`src/rtl/mem_pkg.sv`:
```
// Shared types and defaults for the data-memory responder: FSM states,
// default geometry, and the byte-address to word-index/error decode.
package mem_pkg;

  localparam int DEF_DATA_W  = 32;
  localparam int DEF_ADDR_W  = 8;
  localparam int DEF_DEPTH   = 64;
  localparam int DEF_LATENCY = 2;
  localparam int CNT_W       = 4;

  typedef enum logic [1:0] {
    IDLE,
    WAIT,
    RESP
  } state_e;

  typedef struct packed {
    logic [29:0] idx;
    logic        err;
  } addr_dec_t;

  // Addresses arrive zero-extended to 32 bits, so this works for any ADDR_W up to 32.
  function automatic addr_dec_t decode_addr(input logic [31:0] addr,
                                            input logic [31:0] depth);
    addr_dec_t dec;
    dec.idx = addr[31:2];
    dec.err = (addr[1:0] != 2'b00) || ({2'b00, dec.idx} >= depth);
    return dec;
  endfunction

endpackage

```
`src/rtl/dmem_array.sv`:
```
// Word-organised storage: one synchronous write port, one combinational
// read port, contents cleared by the asynchronous reset.
module dmem_array #(
  parameter int DATA_W = 32,
  parameter int DEPTH  = 64,
  parameter int IDX_W  = 6
) (
  input  logic              clk,
  input  logic              rst_n,
  input  logic              we,
  input  logic [IDX_W-1:0]  idx,
  input  logic [DATA_W-1:0] wdata,
  output logic [DATA_W-1:0] rdata
);

  logic [DATA_W-1:0] mem_q [DEPTH];

  // NOTE: this array is built from flops rather than a RAM macro because the
  // block must come out of reset with every word cleared; a RAM cannot be reset.
  always_ff @(posedge clk or negedge rst_n) begin
    if (!rst_n) begin
      for (int i = 0; i < DEPTH; i++) begin
        mem_q[i] <= '0;
      end
    end else if (we) begin
      mem_q[idx] <= wdata;
    end
  end

  assign rdata = mem_q[idx];

endmodule

```
`src/rtl/dmem_responder.sv`:
```
// Load/store responder: accepts one word request, waits LATENCY cycles,
// performs the access, then holds the response until it is consumed.
module dmem_responder
  import mem_pkg::*;
#(
  parameter int DATA_W  = DEF_DATA_W,
  parameter int ADDR_W  = DEF_ADDR_W,
  parameter int DEPTH   = DEF_DEPTH,
  parameter int LATENCY = DEF_LATENCY
) (
  input  logic              clk,
  input  logic              reset,
  input  logic              req_valid,
  output logic              req_ready,
  input  logic              req_we,
  input  logic [ADDR_W-1:0] req_addr,
  input  logic [DATA_W-1:0] req_wdata,
  output logic              rsp_valid,
  input  logic              rsp_ready,
  output logic [DATA_W-1:0] rsp_rdata,
  output logic              rsp_err
);

  localparam int IDX_W = (DEPTH > 1) ? $clog2(DEPTH) : 1;

  state_e            state_q, state_d;
  logic [CNT_W-1:0]  cnt_q, cnt_d;
  logic              we_q, we_d;
  logic [ADDR_W-1:0] addr_q, addr_d;
  logic [DATA_W-1:0] wdata_q, wdata_d;
  logic [DATA_W-1:0] rdata_q, rdata_d;
  logic              err_q, err_d;

  addr_dec_t         dec;
  logic [IDX_W-1:0]  word_idx;
  logic [DATA_W-1:0] mem_rdata;
  logic              mem_we;
  logic              unused_idx_hi;

  assign dec           = decode_addr(32'(addr_q), 32'(DEPTH));
  assign word_idx      = dec.idx[IDX_W-1:0];
  assign unused_idx_hi = ^dec.idx[29:IDX_W];

  // The store lands on the same edge that moves WAIT to RESP; erroring stores never write.
  assign mem_we = (state_q == WAIT) && (cnt_q == '0) && we_q && !dec.err;

  dmem_array #(
    .DATA_W (DATA_W),
    .DEPTH  (DEPTH),
    .IDX_W  (IDX_W)
  ) u_array (
    .clk   (clk),
    .rst_n (reset),
    .we    (mem_we),
    .idx   (word_idx),
    .wdata (wdata_q),
    .rdata (mem_rdata)
  );

  // NOTE: every variable gets its hold value first, so no path through the
  // case leaves one unassigned and no latch is inferred.
  always_comb begin
    state_d = state_q;
    cnt_d   = cnt_q;
    we_d    = we_q;
    addr_d  = addr_q;
    wdata_d = wdata_q;
    rdata_d = rdata_q;
    err_d   = err_q;
    unique case (state_q)
      IDLE: begin
        if (req_valid) begin
          we_d    = req_we;
          addr_d  = req_addr;
          wdata_d = req_wdata;
          cnt_d   = CNT_W'(LATENCY);
          state_d = WAIT;
        end
      end
      WAIT: begin
        if (cnt_q != '0) begin
          cnt_d = cnt_q - CNT_W'(1);
        end else begin
          err_d   = dec.err;
          rdata_d = (we_q || dec.err) ? '0 : mem_rdata;
          state_d = RESP;
        end
      end
      RESP: begin
        if (rsp_ready) begin
          state_d = IDLE;
        end
      end
      default: state_d = IDLE;
    endcase
  end

  // NOTE: state registers use non-blocking assignment so every flop samples
  // the pre-edge values regardless of statement order.
  always_ff @(posedge clk or negedge reset) begin
    if (!reset) begin
      state_q <= IDLE;
      cnt_q   <= '0;
      we_q    <= 1'b0;
      addr_q  <= '0;
      wdata_q <= '0;
      rdata_q <= '0;
      err_q   <= 1'b0;
    end else begin
      state_q <= state_d;
      cnt_q   <= cnt_d;
      we_q    <= we_d;
      addr_q  <= addr_d;
      wdata_q <= wdata_d;
      rdata_q <= rdata_d;
      err_q   <= err_d;
    end
  end

  assign req_ready = (state_q == IDLE);
  assign rsp_valid = (state_q == RESP);
  assign rsp_rdata = rdata_q;
  assign rsp_err   = err_q;

endmodule
```
`config.mk`:
```
export PLATFORM = sky130hd
export DESIGN_NAME = dmem_responder
export DESIGN_NICKNAME = d
export VERILOG_FILES = /design/src/rtl/mem_pkg.sv /design/src/rtl/dmem_array.sv /design/src/rtl/dmem_responder.sv
export SDC_FILE = /design/constraint.sdc
export NUM_CORES = 2
export LEC_CHECK = 0
export CAP_MARGIN = 5
export CORE_ASPECT_RATIO = 1.75
export CORE_MARGIN = 2
export CORE_UTILIZATION = 57
export DETAILED_ROUTE_END_ITERATION = 8
export HOLD_SLACK_MARGIN = 0.1
export PLACE_DENSITY_LB_ADDON = 0.3
export SLEW_MARGIN = 10
export SYNTH_ARGS = -nofsm -noshare
export SYNTH_HDL_FRONTEND = slang
export SYNTH_HIERARCHICAL = 1
export SYNTH_SLANG_ARGS = --single-unit
```
`constraint.sdc`:
```
create_clock -name clk -period 2.5 [get_ports clk]
set_input_delay 0.25 -clock clk [delete_from_list [all_inputs] [get_ports clk]]
set_output_delay 0.25 -clock clk [all_outputs]
set_load 0.01 [all_outputs]
```
== After elaboration in Yosys (flattened, before gate mapping) ==
Cells that the tools add are included.

* Memories kept: 0
* Bits in latches: 0
* Memory bits (read-only): 0
* Memory bits (writable): 0
* Output and inout bits: 35
* Word-level logic and storage cells: 111
* Register bits after elaboration: 2128
* Input port bits: 45

* Multipliers: 0
* Div/mod/pow operators: 0
* Reduce and logical (&&, ||, !) cells: 15
* Equal/unequal tests: 6
* Shifts and indexed selects: 0
* Order comparisons: 2
* Bitwise logic cells: 2
* $add $sub $neg: 1
* Multiplexer cells: 14

{| class="wikitable"
|+ Operator list
! kind !! number
|-
| $bwmux 2048 || 1
|-
| $bmux 32 s6 || 1
|-
| $demux 32 s6 || 1
|-
| $mux 32 || 4
|-
| $mux 4 || 2
|-
| $pmux 4 s2 || 1
|-
| $ge 7x7->1 const B || 1
|-
| $lt 7x1->1 const B || 1
|-
| $not 6->7 || 1
|-
| $mux 2 || 3
|-
| $pmux 2 s3 || 1
|-
| $reduce_and 3->1 || 2
|-
| $logic_and 1x1->1 || 4
|-
| $logic_not 4->1 || 1
|-
| $ne 2x1->1 const B || 2
|-
| $ne 2x2->1 const B || 2
|-
| $reduce_and 2->1 || 2
|-
| $reduce_bool 2->1 || 2
|-
| $reduce_bool 4->1 || 1
|-
| $sub 4x1->4 const B || 1
|-
| $eq 2x1->1 const B || 1
|-
| $eq 2x2->1 const B || 1
|-
| $logic_not 2->1 || 1
|-
| $logic_not 1->1 || 1
|-
| 2 further kinds || 2
|}

== Longest topological paths before layout ==
* Word-level depth: 6
* Depth in mapped cells: 13
* Depth with buffers taken out: 9

== By module ==
The synthesis kept the hierarchy.

{| class="wikitable"
|+ By module, submodules not included
! module !! cells an instance !! area an instance (um2) !! instances !! seq. area each (um2)
|-
| dmem_array || 6808 || 92236.0 || 1 || 51249.2
|-
| dmem_responder || 263 || 3331.9 || 1 || 2001.9
|}

== Least setup slack after synthesis ==
Ideal clock, no wire load.

* Path kind: reg2reg
* From: register cnt_q[0]
* To: register u_array/mem_q[1441] in the netlist's numbering
* Data required time: 2375 ps
* Arrival time: 2589 ps
* Period minus slack after synthesis: 2714 ps
* Cell stages (with the launch flop): 13
* Setup slack: -214 ps
* Setup time: 125 ps
* Buffers on the path: 4
* Path through: dfrtp_1 -> inv_1 -> ha_1 -> nor3b_2 -> nand3b_1 -> buf_6 -> buf_6 -> nor2_1 -> and3_1 -> clkbuf_1 -> nand2_1 -> buf_1 -> mux2_2

* Word-level cells in the longest chain between the ends: 4

{| class="wikitable"
|+ Ends and longest elaborated chain
! item !! RTL line !! RTL
|-
| start: declaration || dmem_responder.sv:27 || <nowiki>logic [CNT_W-1:0] cnt_q, cnt_d;</nowiki>
|-
| start signal: assignment || dmem_responder.sv:111 || <nowiki>cnt_q <= cnt_d;</nowiki>
|-
| $logic_not 4->1 || dmem_responder.sv:45 || <nowiki>assign mem_we = (state_q == WAIT) && (cnt_q == '0) && we_q && !dec.err;</nowiki>
|-
| $logic_and 1x1->1 (3 in a row) || dmem_responder.sv:45 ||
|-
| named net mem_we || dmem_responder.sv:37 || <nowiki>logic mem_we;</nowiki>
|-
| end signal: indexed assignment || dmem_array.sv:26 || <nowiki>mem_q[idx] <= wdata;</nowiki>
|-
| end: declaration || dmem_array.sv:16 || <nowiki>logic [DATA_W-1:0] mem_q [DEPTH];</nowiki>
|}

The timed path passes the listed nets, and every way through them passes these cells.
A chain may end at the register's enable or synchronous reset.

== Final worst setup path ==
* From: register addr_q[2]
* To: register rdata_q[8] (netlist: rsp_rdata[8])

* Word-level cells in the longest chain between the ends: 5

{| class="wikitable"
|+ Ends and longest elaborated chain
! item !! RTL line !! RTL
|-
| start: declaration || dmem_responder.sv:29 || <nowiki>logic [ADDR_W-1:0] addr_q, addr_d;</nowiki>
|-
| start signal: assignment || dmem_responder.sv:113 || <nowiki>addr_q <= addr_d;</nowiki>
|-
| $not 6->7 (implied by the code) || dmem_array.sv:30 || <nowiki>assign rdata = mem_q[idx];</nowiki>
|-
| $bmux 32 s6 || dmem_array.sv:30 ||
|-
| $mux 32 (implied by the code) (2 in a row) || dmem_array.sv:30 ||
|-
| named net mem_rdata[8] || dmem_responder.sv:36 || <nowiki>logic [DATA_W-1:0] mem_rdata;</nowiki>
|-
| $mux 32 || dmem_responder.sv:85 || <nowiki>rdata_d = (we_q || dec.err) ? '0 : mem_rdata;</nowiki>
|-
| end signal: assignment || dmem_responder.sv:115 || <nowiki>rdata_q <= rdata_d;</nowiki>
|-
| end: declaration || dmem_responder.sv:31 || <nowiki>logic [DATA_W-1:0] rdata_q, rdata_d;</nowiki>
|}

The timed path passes the listed nets, and every way through them passes these cells. The select of a mux whose other input is x is not followed.

==> impl_metrics.py <==
metrics = {
    "outcome": {
        "status": "complete, but fails checks",
        "violations": "setup timing",
    },
    "global_routing": {
        "antenna_found_initial": 16,
        "grt_max_degree": 130,
        "grt_pass1_vias": 73100,
        "overflow": 0,
        "grt_first_pass_wirelength_mm": 491,
        "grt.total_usage_pct": 38.9,
    },
    "finish": {
        "syn2layout_area_growth_pct": 24.0,
        "drive_gt1_share_pct": 50.3,
        "fin_util_pct": 71.2,
        "nFillCells": 10500,
        "final_cell_area_um2": 119000,
        "num-nets-final": 7678,
    },
    "setup_path": {
        "cp_data_required_time_ps": 3190,
        "worstPathCellList": "buf_12, nor2b_4, buf_12, buf_12, a22oi_2, a21oi_1, a21oi_1, buf_4, nand3_4, or4_1, nand2_1, mux2i_1",
        "crit_path_start_kind": "flip-flop",
        "critPathMostFrequentCell": "buf_12",
        "critPathMaxFanout": 11,
        "cp-end-kind": "flip-flop",
        "arrival_ps": 3690,
        "path_class": "reg -> reg",
        "cp_slowest_cell": "or4_1",
        "slowest_delay_ps": 570,
    },
    "floorplan": {
        "die_w_um": 314,
        "rows": 198,
        "core_area_um2": 166000,
        "die_h_um": 546,
        "start_util_pct": 57.4,
        "design.die.area_um2": 171000,
        "io_pins": 80,
    },
    "synth": {
        "synth-async-reset-ratio_pct": 100,
        "syn-cell-area_um2": 95600,
        "syn_avg_cell_area_um2": 13.5,
        "ys.flop_type": "dfrtp_1",
        "synthDistinctLibCells": 66,
        "synth_edf_count": 0,
        "yosys_warnings": 6,
        "syn_nets": 7117,
        "synth-seq-cells": 2128,
        "ys_seq_area_share_pct": 55.7,
        "synth_cells": 7071,
    },
    "cts": {
        "clock_latency_ps": 880,
        "cts_buffers": 189,
        "ctsRootBufferMaster": "clkbuf_16",
        "htree_levels": 4,
        "cts_tree": "built",
        "clock_sinks": 2128,
        "clockBufferDepth": 4,
        "clkTransAtPathRegs_ps": 70,
    },
    "place": {
        "gp_congestion": 0.955,
        "place.port_buffers": 79,
        "placed_area_um2": 106000,
        "dp_hpwl_mm": 211,
    },
    "timing": {
        "fmax_ghz": 0.334,
        "slew_headroom_pct": 11.0,
        "setup_viol": 1946,
        "post-route-min-period_ps": 3000,
        "worst_slack_ps": -498,
        "fin_setup_tns_ps": -203900,
        "skew_ps": 36.8,
        "worst_pin_slew_ps": 1340,
        "rsz0062_at_grt": "yes",
        "slew_viol_final": 0,
        "finalHoldViolations": 0,
        "period_share_pct": 120,
    },
    "flow_run": {
        "drv_cap": 0,
    },
    "routing": {
        "wirelength_mm": 355,
        "drc": 0,
        "detail_route.wl_per_cell_um": 35.5,
        "via_per_inst": 7.11,
        "first_pass_iters": 6,
        "ant_nets": 0,
        "num_vias": 71000,
        "drt_iter0_markers": 7972,
    },
    "power": {
        "swShare_pct": 39.0,
        "clkPwrFrac_pct": 26.1,
        "ir_drop_uv": 733,
        "p_leak_nw": 56.4,
        "p_seq_share_pct": 34.3,
        "combPwrFrac_pct": 39.7,
        "p_int_mw": 71.1,
        "power_density_nw_per_um2": 984,
        "power_switching_mw": 45.5,
    },
    "worst_hold_path": {
        "hp-class": "in -> reg",
    },
}
[per-layer routing]
metal / wire, um / global-route usage, % / vias to the layer above
li1: - / - / 27500
met4: 38000 / 31.4 / 18
met2: 160000 / 60.6 / 4928
met1: 119000 / 46.7 / 36800
met3: 38300 / 8.26 / 1837
met5: 124 / 0 / -
[state kept, by name, indices dropped and copies added (netlist names)]
register,cells
we_q,1
wdata_q,32
u_array/mem_q,2048
state_q,2
rsp_rdata,32
rsp_err,1
addr_q,8
cnt_q,4
[cells in the mapped netlist, drive strengths merged (17+ instances only)]
cell	n	area [um^2]
mux2	2123	23900
nand3	26	130
mux2i	144	1440
o21ai	153	766
nor2	87	334
a22oi	428	3210
nor4	18	113
clkbuf	305	1140
nand2b	22	138
a211oi	27	203
dfrtp	2128	53300
o211ai	22	165
a21oi	266	1330
o221ai	17	149
buf	464	2330
a22o	52	455
nand2	150	563
mux4	63	1420
inv	37	139
a221oi	273	2390
o22ai	85	532
[cell families (layout without fill, tap and decap cells)]
group,count (synthesis),in the layout,synth area share [%]
AND/OR/NAND/NOR,394,394,2.00
buffers and inverters,807,1508,3.78
flip-flops,2128,2128,55.7
other,0,11,0
multiplexers,2330,2330,28.0
AO/OA/AOI/OAI,1411,1411,10.5
adder cells (fa/ha/maj),1,1,0.0131
[cell usage in the layout, fill, tap and decap left out, types with 28 or more instances in the layout]
cell type,Yosys,routed
dfrtp_1,2128,2091
mux2_2,2105,1886
buf_4,46,594
a22oi_1,428,360
buf_12,0,277
a21oi_1,266,240
clkbuf_16,0,228
mux2_4,0,219
a221oi_1,273,194
mux2i_1,144,137
nand2_1,150,110
clkdlybuf4s50_1,0,78
o21ai_0,152,72
o22ai_1,85,72
a22oi_2,0,68
a221oi_2,0,65
mux4_2,63,63
o21ai_1,1,60
buf_6,14,56
a22o_1,52,52
clkbuf_1,305,47
nor2_1,84,44
dlygate4sd3_1,0,40
nor2_4,0,38
inv_1,37,35
clkbuf_8,0,35
dfrtp_2,0,34
buf_16,0,32
clkinv_2,0,31
nand2_2,0,28
[worst max-delay path, delay by kind of cell, from the launching register on]
family / cells / cell delay, ps
multiplexers: 1 / 100
flip-flops: 1 / 540
buffers and inverters: 4 / 650
AND/OR/NAND/NOR: 4 / 960
AO/OA/AOI/OAI: 3 / 600
[cell type report]
| class | count | area, um^2 | area share (%) |
|---|---|---|---|
| Clock inverter | 59 | 853 | 0.720 |
| Timing Repair Buffer | 1139 | 14100 | 11.9 |
| Sequential cell | 2128 | 53300 | 45.0 |
| Antenna cell | 11 | 27.5 | 0.0232 |
| Inverter | 38 | 144 | 0.121 |
| Tap cell | 2200 | 2750 | 2.32 |
| Clock buffer | 272 | 5410 | 4.57 |
| Multi-Input combinational cell | 4136 | 42000 | 35.4 |
[power groups by stage]
stage / registers (mW) / logic, mW / clock network [mW]
2_1_floorplan: 38.0 / 18.8 / 0
3_3_place_gp: 40.2 / 37.0 / 0
3_5_place_dp: 40.3 / 37.4 / 0
4_1_cts: 39.8 / 41.1 / 30.5
5_1_grt: 40.2 / 46.8 / 31.8
6_report: 40.0 / 46.3 / 30.4
[final timing paths]
| path | startpoint | endpoint | slack, ps | depth (start not counted) |
|---|---|---|---|---|
| worst min register to register | u_array/mem_q[1931] | u_array/mem_q[1931] | 490 | 1 |
| max in group asynchronous | reset | u_array/mem_q[1842] | 1490 | 3 |
| min in group asynchronous | reset | u_array/mem_q[1587] | 210 | 3 |
| worst min-delay path | req_valid | cnt_q[2] | 160 | 4 |
| worst max register to register | addr_q[2] | rsp_rdata[8] | -500 | 12 |
| worst max-delay path | addr_q[2] | rsp_rdata[8] | -500 | 12 |
[stage by stage]
step           setup slack, ps  total power, mW  hold WS, ps  instances
6_report                  -498              117          159       9983
3_3_place_gp              -743             77.1          167       9432
3_5_place_dp              -793             77.8          181       9432
4_1_cts                   -295              111          159       9889
5_1_grt                   -505              119          197       9973
2_1_floorplan            -92.2             56.9        -45.6       7071
[what timing repair did]
action,in CTS,in global routing
pin swaps,70,108
endpoints found under the hold margin,1660,0
gates cloned,23,39
buffers inserted,63,61
resized for setup,433,461
endpoints found under the setup margin,2050,2073
hold buffers,41,0
Power figures use the tool's default switching activity.
